[config.mk]
export PLATFORM = sky130hd
export DESIGN_NAME = fetch_unit
export DESIGN_NICKNAME = d
export VERILOG_FILES = /design/src/rtl/fetch_unit.sv
export SDC_FILE = /design/constraint.sdc
export NUM_CORES = 1
export LEC_CHECK = 0
export CORE_MARGIN = 2
export CORE_UTILIZATION = 57
export CTS_CLUSTER_DIAMETER = 150
export DETAILED_ROUTE_END_ITERATION = 10
export GPL_TIMING_DRIVEN = 1
export HOLD_SLACK_MARGIN = 0.12
export PLACE_DENSITY_LB_ADDON = 0.15
export SYNTH_ARGS = -nofsm -noshare
export SYNTH_HDL_FRONTEND = slang
export SYNTH_SLANG_ARGS = --single-unit
[constraint.sdc]
create_clock -name clk -period 9.2 [get_ports clk]
set_input_delay 1.84 -clock clk [delete_from_list [all_inputs] [get_ports clk]]
set_output_delay 1.84 -clock clk [all_outputs]
set_load 0.02 [all_outputs]
[src/rtl/fetch_unit.sv]
`default_nettype none
// ============================================================================
//  Module      : fetch_unit
//  Description : Instruction fetch front end. Drives a synchronous ROM with a
//                fetch PC, tracks one outstanding read, and buffers results
//                in a 2-entry FIFO toward decode. Handles redirects,
//                misaligned/out-of-range fetch faults (with HALT) and
//                downstream back-pressure without losing or reordering entries.
//  Revision    : 1.0 - initial release
// ============================================================================
module fetch_unit #(
  parameter logic [31:0] RESET_PC  = 32'h0000_0000,
  parameter int unsigned ROM_DEPTH = 128
) (
  input  logic        clk,
  input  logic        rst_n,
  output logic [31:0] o_rom_pc,
  input  logic [31:0] i_rom_insn,
  input  logic        i_stall,
  input  logic        i_redirect,
  input  logic [31:0] i_redirect_pc,
  output logic        o_valid,
  output logic [31:0] o_pc,
  output logic [31:0] o_insn,
  output logic        o_fault
);

  localparam logic [0:0]  c_RUN       = 1'b0;
  localparam logic [0:0]  c_HALT      = 1'b1;
  localparam logic [31:0] c_NOP       = 32'h0000_0013;
  // Byte size of the ROM, one bit wider than a PC so the limit never wraps.
  localparam logic [32:0] c_ROM_LIMIT = 33'(ROM_DEPTH) << 2;

  logic [31:0] fpc_q, fpc_d;
  logic [0:0]  state_q, state_d;
  logic        inflight_q, inflight_d;
  logic [31:0] req_pc_q, req_pc_d;
  logic        req_fault_q, req_fault_d;
  logic [1:0]  count_q, count_d;
  logic [31:0] fifo_pc_q    [2];
  logic [31:0] fifo_pc_d    [2];
  logic [31:0] fifo_insn_q  [2];
  logic [31:0] fifo_insn_d  [2];
  logic        fifo_fault_q [2];
  logic        fifo_fault_d [2];

  logic        w_pop;
  logic        w_push;
  logic        w_issue;
  logic        w_fault_new;
  logic [2:0]  w_credit;
  logic [1:0]  w_cnt_after_pop;
  logic [31:0] w_push_insn;

  // Handshake terms: pop/push this edge and whether a new read may be issued.
  always_comb begin
    w_pop           = (count_q != 2'd0) & ~i_stall;
    w_push          = inflight_q & ~i_redirect;
    // Occupancy once the current read lands, net of this cycle's pop; a new
    // read is only allowed if its result is guaranteed a free slot.
    w_credit        = {1'b0, count_q} + {2'b00, inflight_q} - {2'b00, w_pop};
    w_issue         = (state_q == c_RUN) & ~i_redirect & (w_credit <= 3'd1);
    w_fault_new     = (fpc_q[1:0] != 2'b00) | ({1'b0, fpc_q} >= c_ROM_LIMIT);
    w_cnt_after_pop = count_q - {1'b0, w_pop};
    w_push_insn     = req_fault_q ? c_NOP : i_rom_insn;
  end

  // Next-state computation for PC, request tracking, FSM and FIFO.
  always_comb begin
    fpc_d        = fpc_q;
    state_d      = state_q;
    inflight_d   = 1'b0;
    req_pc_d     = req_pc_q;
    req_fault_d  = req_fault_q;
    fifo_pc_d    = fifo_pc_q;
    fifo_insn_d  = fifo_insn_q;
    fifo_fault_d = fifo_fault_q;
    count_d      = w_cnt_after_pop + {1'b0, w_push};

    // Head removal shifts the second slot forward.
    if (w_pop) begin
      fifo_pc_d[0]    = fifo_pc_q[1];
      fifo_insn_d[0]  = fifo_insn_q[1];
      fifo_fault_d[0] = fifo_fault_q[1];
    end

    // Returning read lands in the first free slot after any pop.
    if (w_push) begin
      if (w_cnt_after_pop == 2'd0) begin
        fifo_pc_d[0]    = req_pc_q;
        fifo_insn_d[0]  = w_push_insn;
        fifo_fault_d[0] = req_fault_q;
      end else begin
        fifo_pc_d[1]    = req_pc_q;
        fifo_insn_d[1]  = w_push_insn;
        fifo_fault_d[1] = req_fault_q;
      end
    end

    // A faulting fetch is still delivered, then fetching stops.
    if (w_issue) begin
      inflight_d  = 1'b1;
      req_pc_d    = fpc_q;
      req_fault_d = w_fault_new;
      fpc_d       = fpc_q + 32'd4;
      if (w_fault_new) begin
        state_d = c_HALT;
      end
    end

    // Redirect overrides everything: flush and restart at the target.
    if (i_redirect) begin
      count_d    = 2'd0;
      inflight_d = 1'b0;
      fpc_d      = i_redirect_pc;
      state_d    = c_RUN;
    end
  end

  // State registers with asynchronous active-low reset.
  always_ff @(posedge clk or negedge rst_n) begin
    if (!rst_n) begin
      fpc_q        <= RESET_PC;
      state_q      <= c_RUN;
      inflight_q   <= 1'b0;
      req_pc_q     <= 32'd0;
      req_fault_q  <= 1'b0;
      count_q      <= 2'd0;
      fifo_pc_q    <= '{default: '0};
      fifo_insn_q  <= '{default: '0};
      fifo_fault_q <= '{default: 1'b0};
    end else begin
      fpc_q        <= fpc_d;
      state_q      <= state_d;
      inflight_q   <= inflight_d;
      req_pc_q     <= req_pc_d;
      req_fault_q  <= req_fault_d;
      count_q      <= count_d;
      fifo_pc_q    <= fifo_pc_d;
      fifo_insn_q  <= fifo_insn_d;
      fifo_fault_q <= fifo_fault_d;
    end
  end

  // Output drive: FIFO head when valid, zeros otherwise.
  always_comb begin
    o_rom_pc = fpc_q;
    o_valid  = (count_q != 2'd0);
    o_pc     = o_valid ? fifo_pc_q[0]    : 32'd0;
    o_insn   = o_valid ? fifo_insn_q[0]  : 32'd0;
    o_fault  = o_valid ? fifo_fault_q[0] : 1'b0;
  end

endmodule
`default_nettype wire

; After elaboration in Yosys (flattened, before gate mapping)
; Cells that the tools add are included.
[totals]
inputBits = 68
n_memories = 0
mem_bits_ro = 0
elab_cells = 59
reg_bits = 199
latchBits = 0
ramBits = 0
[classes]
shifts = 0
mux = 24
n_bitwise = 9
n_addsub = 5
n_eq_ne = 0
div_mod_pow = 0
mul = 0
n_lt_le_gt_ge = 2
n_reduce_logical = 7
[ops]
columns = operator, n
row1 = 32-bit 2-to-1 mux, 11
row2 = 64-bit 2-to-1 mux, 2
row3 = 32-bit by 3-bit adder with 32-bit output (second input constant), 1
row4 = 32-bit by 10-bit >= comparator with 1-bit output (second input constant), 1
row5 = 1-bit 2-to-1 mux, 9
row6 = 2-bit nonzero test, 4
row7 = 1-bit AND, 4
row8 = 2-bit 2-to-1 mux, 2
row9 = 1-bit NOT, 4
row10 = 2-bit AND reduction, 2
row11 = 2-bit by 1-bit adder with 3-bit output, 1
row12 = 3-bit by 1-bit <= comparator with 1-bit output (second input constant), 1
row13 = 3-bit by 1-bit subtractor with 3-bit output, 1
row14 = 2-bit by 1-bit adder with 2-bit output, 1
row15 = 2-bit zero test, 1
row16 = 2-bit by 1-bit subtractor with 2-bit output, 1
row17 = 1-bit bitwise OR, 1

; Longest topological paths before layout
[logic_depth]
word_depth = 7
ltp_mapped = 13

; Worst setup path after synthesis
; Ideal clock, no wire load.
[synth_timing]
path_type = in2reg
startpoint = input i_stall
endpoint = register fpc_q[7], in the netlist o_rom_pc[7]
n_path_buf = 2
stages = 13
arrival_ns = 4.237
required_time_ns = 9.058
setup_slack_ns = 4.821
path_cell_list = or3b_2 nand2_1 ha_1 inv_1 fa_1 or3b_1 or2_1 buf_6 clkinv_2 nor2_1 buf_2 o21ai_0 o211ai_1
[synth_between]
elab_chain_cells = 6
[synth_lines]
columns = item, line_no
row1 = start: declaration, 19  ; input logic i_stall,
row2 = 1-bit NOT, 57  ; w_pop = (count_q != 2'd0) & ~i_stall;
row3 = 1-bit AND, 57
row4 = 3-bit by 1-bit subtractor with 3-bit output, 61  ; w_credit = {1'b0, count_q} + {2'b00, inflight_q} - {2'b00, w_pop};
row5 = 3-bit by 1-bit <= comparator with 1-bit output, 62  ; w_issue = (state_q == c_RUN) & ~i_redirect & (w_credit <= 3'd1);
row6 = 1-bit AND, 62
row7 = 2-bit nonzero test (no source line), n/a
row8 = end signal: assignment, 133  ; fpc_q <= fpc_d;
row9 = end: declaration, 34  ; logic [31:0] fpc_q, fpc_d;
; No other way between the ends.
; A chain may end at the register's enable or synchronous reset.

; Worst setup path after layout
[layout_timing]
startpoint = input i_stall
endpoint = register fpc_q[5], in the netlist o_rom_pc[5]
; Same word-level chain as after synthesis.

==> qor.yml <==
sta:
  maxSlewHeadroom_pct: 29.8
  worstMarginPinSlew_ns: 1.05
  rsz0062_at_grt: "false"
  hold_viol_final: 0
  post-route-period-util_pct: 58.2
  final.setup_skew_ns: 0.0128
  slew_violations: 0
  min_period_ns: 5.35
  setup_viol: 0
  setup_tns_ns: 0
  fmaxAchievable_mhz: 187
synthesis:
  yosysWarnings: 0
  ys_seq_area_share_pct: 52.5
  synth_edf_count: 0
  syn_inst: 958
  synth_area_um2: 9490
  async_flop_share_pct: 100
  synthTopCellsByArea: "dfrtp_1 (52%), mux2_2 (7.9%), nand2_1 (7.4%)"
  synth_area_per_cell_um2: 9.91
  synthesis.nets: 1032
  synth_top_area_cell: "dfrtp_1"
  post_synth_num_cell_types: 51
  yosysTopAreaCellShare_pct: 52.5
  synthFlopType: "dfrtp_1"
  synth_seq_cells: 199
clock_network:
  numCtsBuffers: 17
  cts_tree: "yes"
  cts-root-buf: "clkbuf_16"
  holdBufCountCts: 0
  cts_max_path_buffers: 2
  clk_pin_slew_ns: 0.07
  cts_resized: 0
  clock_latency_ns: 0.43
  htreeDepth: 4
  cts.sink_count: 199
  post_cts_buffers: 0
critical_path:
  worst_ep_arrival_time_ns: 5.67
  crit_chain: "clkdlybuf4s50_1, or3b_2, nand2_1, ha_1, inv_1, fa_1, or3b_1, or2_2, buf_4, clkinv_2, nor2_1, o21ai_0, o311ai_0"
  slowest_stage: "nor2_1"
  startpoint_type: "input pin"
  max_stage_delay_ns: 0.78
  crit_path_max_fanout: 72
  path_class: "input pin to flip-flop"
  cp-end-kind: "flip-flop"
  cp_data_required_time_ns: 9.52
place:
  gp_congestion: 0.869
  portBuffers: 165
  dp_hpwl_um: 13200
routing:
  firstDrtPassIters: 5
  vias: 7331
  drc: 0
  drt-total-wl_um: 21300
  via_per_inst: 5.55
  ant_nets: 0
  post_drt_wl_per_cell_um: 16.1
  drtIter0Drc: 633
pwr:
  p_per_area_nw_per_um2: 269
  p_leak_nw: 5.43
  peakVddDrop_v: 0.000166
cells_and_area:
  fin_util_pct: 71.9
  area_delta_synth_final_pct: 24.2
  num-nets-final: 1163
  final_cell_mix: "dfrtp_1 (199), nand2_1 (188), clkdlybuf4s50_1 (164)"
  drive_gt1_share_pct: 11.0
  antenna_cells: 0
  layout_commonest_cell: "dfrtp_1"
floorplan:
  die_h_um: 133
  start_util_pct: 57.8
  core_um2: 16400
  dieArea_um2: 17700
  pin_count: 166
  std_cell_rows: 47
  die_w_um: 133
grt:
  grt_max_degree: 117
  grt.total_usage_pct: 24.9
  grt_pass1_vias: 7060
  grt_overflow_total: 0
  grt_pass1_wl_um: 35500
  antenna_found_initial: 0
outcome:
  status: "finished, final reports clean"
run:
  cap_violations: 0
min_path:
  hp-class: "flip-flop to flip-flop"
state kept, by name, indices dropped and copies added, names as in the netlist:
signal	count
req_fault_q	1
fifo_pc_q	64
fifo_fault_q	2
inflight_q	1
count_q	2
o_rom_pc	32
req_pc_q	32
fifo_insn_q	64
state_q	1
power breakdown:
part	total [mW]	switching, mW	internal [mW]
clock network	0.770	0.348	0.422
registers	1.48	0.259	1.22
logic	0.925	0.477	0.448
total	3.18	1.08	2.09
cell usage after synthesis (2+ instances only):
master / count
nor3_1: 3
buf_6: 7
xor2_1: 3
nand2b_1: 30
a32oi_1: 4
o211ai_1: 8
nand3_1: 18
and3_1: 3
mux2i_1: 34
a221o_1: 5
nand2_1: 188
dfrtp_1: 199
and2_1: 72
nor2b_1: 2
o41ai_1: 2
nor4_2: 2
or3_1: 2
nor3b_1: 2
a22oi_1: 3
nand4_1: 10
ha_1: 5
nor4_1: 5
o21ai_0: 92
o311ai_0: 6
clkbuf_1: 28
mux2_2: 67
nor2_1: 60
xnor2_1: 2
buf_2: 19
inv_1: 10
a21oi_1: 36
a31oi_1: 6
o21bai_1: 2
buf_4: 6
layer usage:
metal	up-vias	part of all wire (%)	track usage, %
met5	-	0	0
met4	0	1.9	7.77
met3	31	6.4	4.33
met2	262	46	38.0
met1	3503	46	36.7
li1	3535	-	-
cell type report:
| type | instances | area [um2] |
|---|---|---|
| fillers | 1229 | 4620 |
| clock inverters | 14 | 174 |
| clock buffers | 18 | 439 |
| flip-flops and latches | 199 | 4980 |
| inverters | 12 | 46.3 |
| repair buffers | 174 | 1720 |
| multi-input cells | 685 | 4150 |
| well taps | 220 | 275 |
through the flow:
stage	power (mW)	hold WS (ns)	setup slack, ns	instances	cell area [um2]
CTS	3.20	0.488	3.88	1322	11800
detailed placement	2.42	0.471	3.44	1290	11200
global route	3.40	0.504	3.53	1322	11800
floorplan	2.07	0.445	4.82	958	9490
finish	3.18	0.482	3.85	1322	11800
global placement	2.38	0.462	3.52	1290	11200
kinds of logic after synthesis:
group	count (synthesis)	synth area share [%]
buffers and inverters	74	3.99
xor gates and xnor gates	5	0.462
muxes	101	11.5
adders and majority gates	6	0.870
AOI/OAI and AO/OA	167	10.1
and+or+nand+nor	406	20.6
DFF	199	52.5
worst max-delay path: cells and delay by family:
family | cells | cell delay [ns]
AO/OA/AOI/OAI | 2 | 0.37
AND/OR/NAND/NOR | 5 | 1.66
buffers and inverters | 4 | 1.22
adder cells (fa/ha/maj) | 2 | 0.56
final timing paths:
kind / from / end / slack, ns / cells after the start
worst max register to register: count_q[1] / o_rom_pc[5] / 5.29 / 12
worst min-delay path: fifo_insn_q[11] / fifo_insn_q[11] / 0.48 / 2
min in group asynchronous: rst_n / fifo_insn_q[24] / 1.53 / 1
max in group asynchronous: rst_n / req_pc_q[0] / 6.04 / 2
worst min register to register: fifo_insn_q[11] / fifo_insn_q[11] / 0.48 / 2
worst max-delay path: i_stall / o_rom_pc[5] / 3.85 / 13
(Power assumes the default switching activity.)
